$ cat config.mk
export PLATFORM = sky130hd
export DESIGN_NAME = seg_serializer
export DESIGN_NICKNAME = d
export VERILOG_FILES = /design/src/rtl/seg_ser_pkg.sv /design/src/rtl/seg_ser_tick.sv /design/src/rtl/seg_serializer.sv
export SDC_FILE = /design/constraint.sdc
export NUM_CORES = 1
export LEC_CHECK = 0
export CAP_MARGIN = 20
export CORE_UTILIZATION = 25
export CTS_BUF_LIST = sky130_fd_sc_hd__clkbuf_2
export CTS_CLUSTER_SIZE = 24
export DETAILED_ROUTE_END_ITERATION = 10
export HOLD_SLACK_MARGIN = 0.08
export SYNTH_ARGS = -nofsm -noshare
export SYNTH_HDL_FRONTEND = slang
export SYNTH_SLANG_ARGS = --single-unit
$ cat constraint.sdc
create_clock -name clk -period 2 [get_ports clk]
set_clock_uncertainty 0.05 [all_clocks]
set_input_delay 0.3 -clock clk [delete_from_list [all_inputs] [get_ports clk]]
set_output_delay 0.3 -clock clk [all_outputs]
set_load 0.01 [all_outputs]
$ cat src/rtl/seg_ser_pkg.sv
// rtl/seg_ser_pkg.sv - shared types and helpers for the display-chain serializer
//
// Purpose: frame FSM state encoding, divider counter width helper and the
// board's default display width, shared by seg_serializer and seg_ser_tick.
// Ports: none (package).
package seg_ser_pkg;

  // Default display chain length on the board (three 8-bit shift registers).
  localparam int unsigned SEG_SER_DEF_WIDTH = 24;

  typedef enum logic [1:0] {
    ST_IDLE  = 2'd0,
    ST_SETUP = 2'd1,
    ST_SHIFT = 2'd2,
    ST_DONE  = 2'd3
  } seg_ser_state_e;

  // Width of a counter that must hold values 0..div.
  function automatic int unsigned seg_ser_div_cnt_w(input int unsigned div);
    return $clog2(div + 1);
  endfunction

endpackage

$ cat src/rtl/seg_ser_tick.sv
// rtl/seg_ser_tick.sv - serial clock half-period divider
//
// Purpose: counts DIV system clocks while enabled and flags the last cycle of
// every half-period so the frame FSM can toggle the registered serial clock.
// Ports:
//   clk         in   system clock
//   rst_n       in   asynchronous active-low reset
//   en_i        in   count enable; low holds the counter at zero
//   phase_end_o out  high in the last cycle of each DIV-cycle half-period
module seg_ser_tick
  import seg_ser_pkg::*;
#(
  parameter int unsigned DIV = 1
) (
  input  logic clk,
  input  logic rst_n,
  input  logic en_i,
  output logic phase_end_o
);

  localparam int unsigned   CW   = seg_ser_div_cnt_w(DIV);
  localparam logic [CW-1:0] LAST = CW'(DIV - 1);

  logic [CW-1:0] cnt_q, cnt_d;

  // Compare-and-clear: the counter never runs past LAST, so no wrap is relied on.
  always_comb begin
    cnt_d = cnt_q;
    if (!en_i || (cnt_q == LAST)) begin
      cnt_d = '0;
    end else begin
      cnt_d = cnt_q + CW'(1);
    end
  end

  always_ff @(posedge clk or negedge rst_n) begin
    if (!rst_n) begin
      cnt_q <= '0;
    end else begin
      cnt_q <= cnt_d;
    end
  end

  assign phase_end_o = en_i && (cnt_q == LAST);

endmodule

$ cat src/rtl/seg_serializer.sv
// rtl/seg_serializer.sv - parallel-to-serial driver for the shift-register display chain
//
// Purpose: shifts WIDTH payload bits out on sdat with a registered serial clock
// (bit time 2*DIV clk cycles), with start/busy/done handshake and a one-deep
// pending request (latest request wins).
// Optional feature macro: SEG_SER_AUTO_UPDATE_EN - a change of data acts as a
// start request.
// Ports:
//   clk    in   system clock
//   rst_n  in   asynchronous active-low reset
//   data   in   parallel payload [WIDTH-1:0]
//   start  in   send request, single-cycle or held
//   busy   out  frame in progress (SETUP..DONE)
//   done   out  one-cycle pulse in DONE
//   sclk   out  serial clock (flop), downstream samples on its rising edge
//   sclr   out  downstream clear, active-low
//   sdat   out  serial data, changes only while sclk is low
//   sen    out  downstream enable, active-high
module seg_serializer
  import seg_ser_pkg::*;
#(
  parameter int unsigned WIDTH     = SEG_SER_DEF_WIDTH,
  parameter int unsigned DIV       = 1,
  parameter bit          MSB_FIRST = 1'b1
) (
  input  logic             clk,
  input  logic             rst_n,
  input  logic [WIDTH-1:0] data,
  input  logic             start,
  output logic             busy,
  output logic             done,
  output logic             sclk,
  output logic             sclr,
  output logic             sdat,
  output logic             sen
);

  localparam int unsigned BW = $clog2(WIDTH + 1);

  seg_ser_state_e   state_q, state_d;
  logic [WIDTH-1:0] shreg_q, shreg_d;
  logic [WIDTH-1:0] pend_data_q, pend_data_d;
  logic [WIDTH-1:0] load_src;
  logic [BW-1:0]    bit_cnt_q, bit_cnt_d;
  logic             sclk_q, sclk_d;
  logic             sdat_q, sdat_d;
  logic             pend_q, pend_d;
  logic             start_q;
  logic             sclr_q, sen_q;
  logic             load, load_pend;
  logic             phase_end, last_bit_end;
  logic             chg, req_idle, req_new;

  function automatic logic first_bit(input logic [WIDTH-1:0] v);
    return MSB_FIRST ? v[WIDTH-1] : v[0];
  endfunction

  seg_ser_tick #(
    .DIV(DIV)
  ) u_tick (
    .clk        (clk),
    .rst_n      (rst_n),
    .en_i       (state_q == ST_SHIFT),
    .phase_end_o(phase_end)
  );

`ifdef SEG_SER_AUTO_UPDATE_EN
  logic [WIDTH-1:0] data_q;

  always_ff @(posedge clk or negedge rst_n) begin
    if (!rst_n) begin
      data_q <= '0;
    end else begin
      data_q <= data;
    end
  end

  assign chg = (data != data_q);
`else
  assign chg = 1'b0;
`endif

  // In IDLE a start level launches a frame. While a frame is running only a
  // new request (rising edge of start, or a data change) is captured, so a
  // start held across the first cycles of its own frame counts once.
  assign req_idle = start || chg;
  assign req_new  = (start && !start_q) || chg;

  // End of the high phase of the final bit.
  assign last_bit_end = (state_q == ST_SHIFT) && phase_end && sclk_q &&
                        (bit_cnt_q == BW'(1));

  // ---------------------------------------------------------------- state reg
  always_ff @(posedge clk or negedge rst_n) begin
    if (!rst_n) begin
      state_q <= ST_IDLE;
    end else begin
      state_q <= state_d;
    end
  end

  // ---------------------------------------------------------- next-state comb
  always_comb begin
    state_d   = state_q;
    load      = 1'b0;
    load_pend = 1'b0;
    case (state_q)
      ST_IDLE: begin
        if (pend_q) begin
          load      = 1'b1;
          load_pend = 1'b1;
        end else if (req_idle) begin
          load = 1'b1;
        end
      end
      ST_SETUP: state_d = ST_SHIFT;
      ST_SHIFT: begin
        if (last_bit_end) begin
          state_d = ST_DONE;
        end
      end
      ST_DONE: begin
        if (pend_q) begin
          load      = 1'b1;
          load_pend = 1'b1;
        end else begin
          state_d = ST_IDLE;
        end
      end
      default: state_d = ST_IDLE;
    endcase
    if (load) begin
      state_d = ST_SETUP;
    end
  end

  // -------------------------------------------------------------- output comb
  always_comb begin
    busy = (state_q != ST_IDLE);
    done = (state_q == ST_DONE);
  end

  // ---------------------------------------------------------------- datapath
  always_comb begin
    load_src  = load_pend ? pend_data_q : data;
    shreg_d   = shreg_q;
    bit_cnt_d = bit_cnt_q;
    sclk_d    = sclk_q;
    sdat_d    = sdat_q;
    if (load) begin
      shreg_d   = load_src;
      bit_cnt_d = BW'(WIDTH);
      sclk_d    = 1'b0;
      sdat_d    = first_bit(load_src);
    end else if ((state_q == ST_SHIFT) && phase_end) begin
      if (!sclk_q) begin
        sclk_d = 1'b1;
      end else begin
        // Falling sclk and the next bit share one edge, so sdat is never
        // updated while sclk is high.
        sclk_d    = 1'b0;
        bit_cnt_d = bit_cnt_q - BW'(1);
        if (last_bit_end) begin
          sdat_d = 1'b0;
        end else begin
          shreg_d = MSB_FIRST ? (shreg_q << 1) : (shreg_q >> 1);
          sdat_d  = first_bit(shreg_d);
        end
      end
    end
  end

  // A request that is consumed and a new one arriving in the same cycle:
  // the new one survives as the next pending frame.
  always_comb begin
    pend_d      = pend_q;
    pend_data_d = pend_data_q;
    if (load_pend) begin
      pend_d = 1'b0;
    end
    if (req_new && ((state_q != ST_IDLE) || pend_q)) begin
      pend_d      = 1'b1;
      pend_data_d = data;
    end
  end

  always_ff @(posedge clk or negedge rst_n) begin
    if (!rst_n) begin
      shreg_q     <= '0;
      bit_cnt_q   <= '0;
      sclk_q      <= 1'b0;
      sdat_q      <= 1'b0;
      pend_q      <= 1'b0;
      pend_data_q <= '0;
      start_q     <= 1'b0;
      sclr_q      <= 1'b0;
      sen_q       <= 1'b0;
    end else begin
      shreg_q     <= shreg_d;
      bit_cnt_q   <= bit_cnt_d;
      sclk_q      <= sclk_d;
      sdat_q      <= sdat_d;
      pend_q      <= pend_d;
      pend_data_q <= pend_data_d;
      start_q     <= start;
      // Chain leaves clear and becomes enabled on the first edge after reset.
      sclr_q      <= 1'b1;
      sen_q       <= 1'b1;
    end
  end

  assign sclk = sclk_q;
  assign sdat = sdat_q;
  assign sclr = sclr_q;
  assign sen  = sen_q;

endmodule

Yosys cells after proc, flatten, opt, wreduce, memory -nomap -nowiden --
Index checks and enable logic that the tools add are counted.
Cells by class: $add $sub $neg 2, reduce and logical (&&, ||, !) cells 20, bitwise operators 1, mux-type cells 27, equality and inequality tests 7
Operators with widths (number):
- $mux W23 | 4
- $mux W24 | 1
- $mux W5 | 3
- $mux W1 | 14
- $reduce_bool A2 Y1 | 4
- $logic_and A1 B1 Y1 | 6
- $mux W2 | 3
- $pmux W2 S3 | 1
- $reduce_and A3 Y1 | 2
- $eq A5 B1 Y1 const B | 1
- $sub A5 B1 Y5 const B | 1
- $eq A2 B2 Y1 const B | 2
- $reduce_bool A4 Y1 | 1
- $ne A3 B2 Y1 const B | 1
- $ne A3 B3 Y1 const B | 1
- $eq A2 B1 Y1 const B | 1
- $logic_not A1 Y1 | 2
- $logic_not A2 Y1 | 1
- $logic_or A1 B1 Y1 | 2
- $ne A2 B2 Y1 const B | 1
- $pmux W1 S2 | 1
- $reduce_and A2 Y1 | 1
- $reduce_or A2 Y1 | 1
- $add A1 B1 Y1 const B | 1
- $not A1 Y1 | 1
Word-level totals: word-level logic and storage cells 67, output and inout port bits 6, register bits after elaboration 60, bits of input ports 27

Depth between registers and ports, before layout --
depth after elaboration 9, gate-level depth with buffers 9, gate-level depth less buffers 6

Hierarchy --
A second synthesis with hierarchy kept.
Unflattened totals: cells, all modules 275, area total of the unflattened synthesis 2837.7 um^2
By module, submodules not included:
- seg_serializer | instances 1, seq. area each 1476.4 um^2, area an instance 2795.2 um^2, cells each 272
- seg_ser_tick | instances 1, seq. area each 25.0 um^2, area an instance 42.5 um^2, cells each 3

Least setup slack after synthesis --
No wires, ideal clock.
kind reg2reg, start point register state_q[0], end point register pend_data_q[10], cell stages (with the launch flop) 8, setup time 0.125 ns, path slack 0.110 ns, period minus slack after synthesis 1.890 ns, required time 1.825 ns, buffers on the path 2, data arrival time 1.715 ns, cells stage by stage dfrtp_1 inv_1 ha_1 inv_1 o211a_1 clkbuf_1 buf_2 mux2_2
On the way: word-level cells in the longest chain between the ends 3
RTL lines:
- from (decl) | RTL line seg_serializer.sv:40 | seg_ser_state_e state_q, state_d;
- from (signal assigned) | RTL line seg_serializer.sv:98 | state_q <= state_d;
- $reduce_bool A2 Y1
- net busy | RTL line seg_serializer.sv:30 | output logic busy,
- $logic_or A1 B1 Y1 | RTL line seg_serializer.sv:181 | if (req_new && ((state_q != ST_IDLE) || pend_q)) begin
- $logic_and A1 B1 Y1 | RTL line seg_serializer.sv:181
- to (signal assigned) | RTL line seg_serializer.sv:204 | pend_data_q <= pend_data_d;
- to (decl) | RTL line seg_serializer.sv:42 | logic [WIDTH-1:0] pend_data_q, pend_data_d;
The timed path passes the listed nets, and every way through them passes these cells. A chain may end at the register's enable or synchronous reset.

Worst setup path in the final report --
start point register state_q[0], end point output done
On the way: word-level cells in the longest chain between the ends 1
RTL lines:
- $eq A2 B2 Y1 | RTL line seg_serializer.sv:140 | done = (state_q == ST_DONE);
- to (decl) | RTL line seg_serializer.sv:31 | output logic done,
No other way between the ends.

==> run metrics <==
Area Growth Syn to Fin=21.8%; area occupied by multi-input gates=1300 um^2; Data arrival, critical path=1.56 ns; Endpoint, Worst Hold=start_q; Syn. warnings=0; fmax=522 MHz; reg2reg end=state_q[0]; Distinct cells, synth=36; worst reg2reg path depth=6; Initial DRC Count=101; Clock Sinks=60; Max-Cap Viols=0; number of global-route vias before repair=2159; CTS HTree Levels=3; Compound-Gate Fraction of Synth Area=16.1%; Post-Synthesis Cells=275; total global routing overflow=0; clock latency on the worst-skew pair=0.48 ns; CTS tree=built; Post-DP HPWL=4.08 mm; flop-to-flop setup slack=0.11 ns; core area=11500 um^2; fraction of synthesized area in multiplexers=9.52%; Hold Path Origin=start; Tot GR Track Use=11.2%; final worst slack=0.0854 ns; power per cell area=1480 nW/um^2; static leakage=1.53 nW; Synth top area share=51.0%; simple-gate area share of the yosys netlist=13.6%; Slowest-stage cell, CP=dfrtp_1; cell taking the most area after synthesis=dfrtp_1; Main synth FF type=dfrtp_1; Async S/R FF share, synth=100%; EDFF count, synth=0; Clock Tree Root=clkbuf_2; die footprint=12200 um^2; fillers=1185; Layout Nets=349; IO Pins=33; Worst Path Max Fanout=4; die height=111 um; initial antenna violation count=0; Post-Syn Area=2940 um^2; Clock transition at path regs=0.17 ns; maximum root-to-sink buffer count=2; Antenna Nets Post-Route=0; Tmin final=1.91 ns; hold slack final=0.262 ns; depth of the worst hold-timing path=1; Vias/cell=4.67; antenna fix cells=0; Seq/Total Area, Yosys=51.0%; largest cells by area after synthesis=dfrtp_1 (51%), nand2_1 (9.8%), mux2_2 (9.2%), a32oi_1 (6.5%), a21oi_2 (6.2%); Reg-to-Reg Start=state_q[1]; share of layout cells above drive strength 1=24.5%; Crit Path Category=register to output port; Crit path largest cell delay=0.42 ns; final hold vios=0; Post-Synth Adder-Cell Area=2.97%; XOR/XNOR Fraction of Synth Area=1.19%; syn nets=309; IO Port Bufs=32; gate family responsible for the most delay along the worst path=buffers and inverters; Min-Delay Path Class=primary input to register; first-pass GRT wire length=10.8 mm; register area=1500 um^2; Num CTS Buffers=9; VDD IR max=0.513 mV; via count=2154; Final setup viols=0; DR pass1 iterations=4; DP Worst Slack=0.0767 ns; DRC=0; Die X=111 um; largest family of logic cells by synthesized area=compound AO/OA/AOI/OAI gates; wire per inst=14.3 um; routed wire length=6.58 mm; buffers plus inverters on the worst setup path=2; max-slew violations=0; outcome=finished, final reports clean; Initial Util=25.7%; fin util=31.3%; CP endpoint kind=output port; crit-path cells=buf_4 > ha_1 > dlygate4sd2_1; crit share post-route=95.7%; Rows=39; crit start category=register; largest net degree at the start of global routing=61; synthesized area per cell=10.7 um^2; Placer Congestion=0.752; Synth Register Bits=60; WP data required=1.65 ns
[per-layer routing]
metal  share of wire (%)  GRT usage (%)  routed length, um
met4                 1.5           5.51                 97
met3                 2.7           2.52                178
met2                  46           17.1               3050
met1                  49           14.9               3250
met5                   0              0                  0
[per-stage QoR]
step / setup TNS (ns) / instance area, um^2 / total power, W / instances
floorplan: 0 / 2940 / 0.00381 / 275
global placement: 0 / 3440 / 0.00448 / 441
detailed placement: 0 / 3440 / 0.00457 / 441
CTS: 0 / 3570 / 0.00533 / 460
global route: -0.0149 / 3580 / 0.00573 / 461
finish: 0 / 3580 / 0.00531 / 461
[cells in the mapped netlist (3+ instances only)]
| cell | instances |
|---|---|
| buf_2 | 4 |
| a21oi_2 | 21 |
| nand2_1 | 77 |
| ha_1 | 7 |
| clkbuf_1 | 9 |
| mux2_2 | 24 |
| a32oi_1 | 22 |
| inv_1 | 6 |
| dfrtp_1 | 60 |
| xnor2_1 | 3 |
| a21oi_1 | 3 |
| nor2_1 | 4 |
| buf_4 | 3 |
[placed cells by master, fill, tap and decap left out, types with 2 or more instances in the layout]
| master | instances |
|---|---|
| a21oi_2 | 20 |
| xnor2_1 | 3 |
| inv_1 | 5 |
| ha_1 | 6 |
| nand2_1 | 77 |
| a32oi_1 | 22 |
| nor2_1 | 4 |
| buf_12 | 4 |
| mux2_2 | 24 |
| a221oi_1 | 2 |
| and3_1 | 2 |
| clkdlybuf4s50_1 | 29 |
| a21o_1 | 2 |
| conb_1 | 2 |
| buf_4 | 11 |
| nor2b_1 | 2 |
| a211oi_1 | 2 |
| a21oi_1 | 3 |
| clkbuf_2 | 10 |
| and2_4 | 2 |
| nand2b_1 | 2 |
| clkinv_1 | 2 |
| dlygate4sd2_1 | 2 |
| dfrtp_1 | 60 |
[power by group]
part | switching, W | internal (W) | leakage [nW]
registers | 0.000352 | 0.00175 | 0.696
logic | 0.00133 | 0.00118 | 0.774
clock network | 0.000432 | 0.000272 | 0.0627
[state kept, by name, summed over array words and instances, names as in the netlist]
name / count
pend_data_q: 24
pend_q: 1
start_q: 1
sclk: 1
bit_cnt_q: 5
state_q: 2
sen: 1
u_tick.cnt_q: 1
shreg_q: 23
sdat: 1
[worst max-delay path by stage]
stage / from / to / slack [ns] / depth (start not counted)
3_3_place_gp: bit_cnt_q[1] / sdat / 0.14 / 6
5_1_grt: state_q[1] / busy / -0.01 / 4
4_1_cts: state_q[0] / done / 0.06 / 3
6_report: state_q[0] / done / 0.09 / 3
2_1_floorplan: state_q[0] / pend_data_q[10] / 0.11 / 7
3_5_place_dp: state_q[1] / state_q[0] / 0.08 / 6
[timing repair]
item	CTS	global route
hold buffers	1	0
setup buffers	4	0
pin swaps	0	1
resized for setup	2	4
cloned	0	1
setup endpoints to repair	2	24
hold endpoints to repair	60	0
[cell families after synthesis]
kind of cell	after synthesis
buffers and inverters	26
muxes	25
other	2
AOI/OAI and AO/OA	57
xor gates and xnor gates	4
adders and majority gates	7
and+or+nand+nor	94
DFF	60
[final cells by class]
class / count / area share [%]
timing repair buffer: 48 / 13.5
sequential: 60 / 41.9
multi-input combinational: 190 / 36.4
inverter: 6 / 0.628
clock inverter: 4 / 1.19
clock buffer: 10 / 1.40
tap: 143 / 4.99
Note: power is estimated with default switching activity, not from simulation.
==> patch, RTL diff (same flow settings) <==
Set the package constant `SEG_SER_DEF_WIDTH` to 36 (it was 24).
--- a/src/rtl/seg_ser_pkg.sv
+++ b/src/rtl/seg_ser_pkg.sv
@@ -7,5 +7,5 @@
 
   // Default display chain length on the board (three 8-bit shift registers).
-  localparam int unsigned SEG_SER_DEF_WIDTH = 24;
+  localparam int unsigned SEG_SER_DEF_WIDTH = 36;
 
   typedef enum logic [1:0] {
Interface: changed (resized data); port bits go from 33 to 45. No check against the original RTL was run, so the function may have changed too.
==> patch against the unedited design <==
- synthesized area rose by 39%
- largest power group unchanged
- synthesized cell count rose by 29%
- wire length rose by 25%
- largest cell class unchanged
- fmax rose by 0.65%
- sequential cell count rose by 25
- cell count rose by 35%
- worst hold slack got worse by 0.097 ns
- power rose by 28%
- cell area rose by 40%
- worst setup slack improved by 0.012 ns
- highest routed layer unchanged
==> patch: results (changes against the unedited design) <==
Power
  • Leak pwr: 2.19 nW (was 1.53 nW)
  • VDD IR-drop max: 0.456 mV (was 0.513 mV)
  • Switch share: 37.4% (was 39.7%)

Status
  • Status: finished clean (unchanged)

Global route
  • First-pass GRT wire length: 13800 um (was 10800 um)
  • Vias in the first global route: 2817 (was 2159)
  • Initial antenna violation count: 0 (unchanged)
  • Largest net degree at the start of global routing: 47 (was 61)
  • Global Route Usage Sum: 10.6% (was 11.2%)

Placed design
  • DP Area: 4830 um2 (was 3440 um2)
  • GPL Wtd Cong: 0.721 (was 0.752)
  • Detail Placement HPWL: 5510 um (was 4080 um)
  • I/O Buffers: 44 (was 32)

Yosys
  • Syn nets: 400 (was 309)
  • Synth area leaders: dfrtp_1 52%, mux2_2 9.6%, mux2i_1 8.8% (was dfrtp_1 51%, nand2_1 9.8%, mux2_2 9.2%)
  • Synth top area share: 52.1% (was 51.0%)
  • Commonest cells in the netlist: 85 x dfrtp_1, 40 x nand2_1, 37 x nand3_1, 36 x mux2i_1, 35 x mux2_2 (was 77 x nand2_1, 60 x dfrtp_1, 24 x mux2_2, 22 x a32oi_1, 21 x a21oi_2)
  • Syn. warnings: 0 (unchanged)
  • Post-synthesis sequential area ratio: 52.1% (was 51.0%)

Routing
  • Routed wire per std cell: 13.2 um (was 14.3 um)
  • Detailed Route Iter0 Violations: 146 (was 101)
  • Vias per inst: 4.51 (was 4.67)

Layout
  • Layout cell share with drive strength beyond 1: 19.1% (was 24.5%)
  • Top Registers: pend_data_q (36), shreg_q (35), bit_cnt_q (6) (was pend_data_q (24), shreg_q (23), bit_cnt_q (5))
  • Final #Nets: 446 (was 349)

Setup path
  • Critical path peak fanout: 3 (was 4)
  • Worst flop-to-flop path endpoint: shreg_q[34] (was state_q[0])
  • CP Data Arrival Time: 1.55 ns
  • Setup slack, reg-to-reg: 0.13 ns (was 0.11 ns)
  • R2R cell count: 8 (was 6)

Clock network
  • Clock transition at path regs: 0.21 ns (was 0.17 ns)
  • CTS buffer count: 9 (unchanged)
  • CTS Root Cell: clkbuf_2 (unchanged)
  • Clock latency on the worst-skew pair: 0.55 ns (was 0.48 ns)

Timing
  • Slew headroom: 64.4%
  • Fmax: 526 MHz (was 522 MHz)

Min path
  • Hold/Removal Path Class: input port to asynchronous set/reset pin (was input port to flip-flop)

Job
  • Number of max-cap violations: 0 (unchanged)
[patch: worst max path at each step]
| stage | startpoint | end | slack [ns] | cells past startpoint |
|---|---|---|---|---|
| floorplan | state_q[0] | pend_data_q[0] | 0.13 | 5 |
| global placement | start | pend_data_q[23] | 0.10 | 5 |
| detailed placement | state_q[0] | shreg_q[15] | 0.05 | 6 |
| CTS | state_q[1] | busy | 0.002 | 4 |
| global route | state_q[1] | done | 0.001 | 4 |
| finish | state_q[1] | done | 0.1 | 4 |
[patch: layer usage]
layer / GRT usage (%) / vias to the layer above / part of all wire (%)
met3: 3.40 / 9 / 3.8
met4: 3.69 / 0 / 1.5
met5: 0 / - / 0
li1: - / 1375 / -
met1: 13.2 / 1376 / 47
met2: 17.3 / 38 / 47
[patch: layout make-up]
type	count	area [um2]
Inverter	10	37.5
Clock buffer	10	50.0
Clock inverter	5	28.8
Timing Repair Buffer	63	688
Fill cell	1624	10900
Multi-Input combinational cell	231	1800
Sequential cell	85	2130
Tap cell	216	270
Antenna cell	1	2.50
[patch: logic make-up after synthesis]
logic type | count (synthesis) | synth area share, %
buffers and inverters | 38 | 4.99
adders and majority gates | 7 | 2.14
AOI/OAI and AO/OA | 54 | 10.7
other | 2 | 0.184
and+or+nand+nor | 92 | 10.2
xor gates and xnor gates | 3 | 0.643
muxes | 73 | 19.0
DFF | 85 | 52.1
[patch: worst max-delay path: stages, from the launching register on]
cell and delay, ns:
dfrtp_1 0.44, buf_4 0.14, buf_4 0.13, ha_4 0.16, buf_6 0.11
[patch: power groups by stage]
stage | Combinational, W | Sequential [W] | Clock, W
4_1_cts | 0.00322 | 0.00281 | 0.000776
5_1_grt | 0.00362 | 0.00290 | 0.000843
2_1_floorplan | 0.00228 | 0.00277 | 0
3_5_place_dp | 0.00312 | 0.00287 | 0
3_3_place_gp | 0.00299 | 0.00283 | 0
6_report | 0.00325 | 0.00280 | 0.000725
[patch: through the flow]
stage               std cells  total power (W)  util, %  worst slack, ns  hold slack, ns
detailed placement        597          0.00599     30.3           0.0503           0.266
global route              620          0.00737     31.4          0.00112           0.106
floorplan                 354          0.00506        -            0.130         -0.0456
CTS                       617          0.00680     31.1          0.00228           0.101
global placement          597          0.00583     30.3            0.104           0.257
finish                    621          0.00678     31.4           0.0978           0.165
[patch: what timing repair did]
item,in CTS,in global routing
setup endpoints to repair,3,4
endpoints found under the hold margin,85,0
hold buffers,1,0
buffers inserted,4,3
pin swaps,1,2
gates resized for setup,9,5
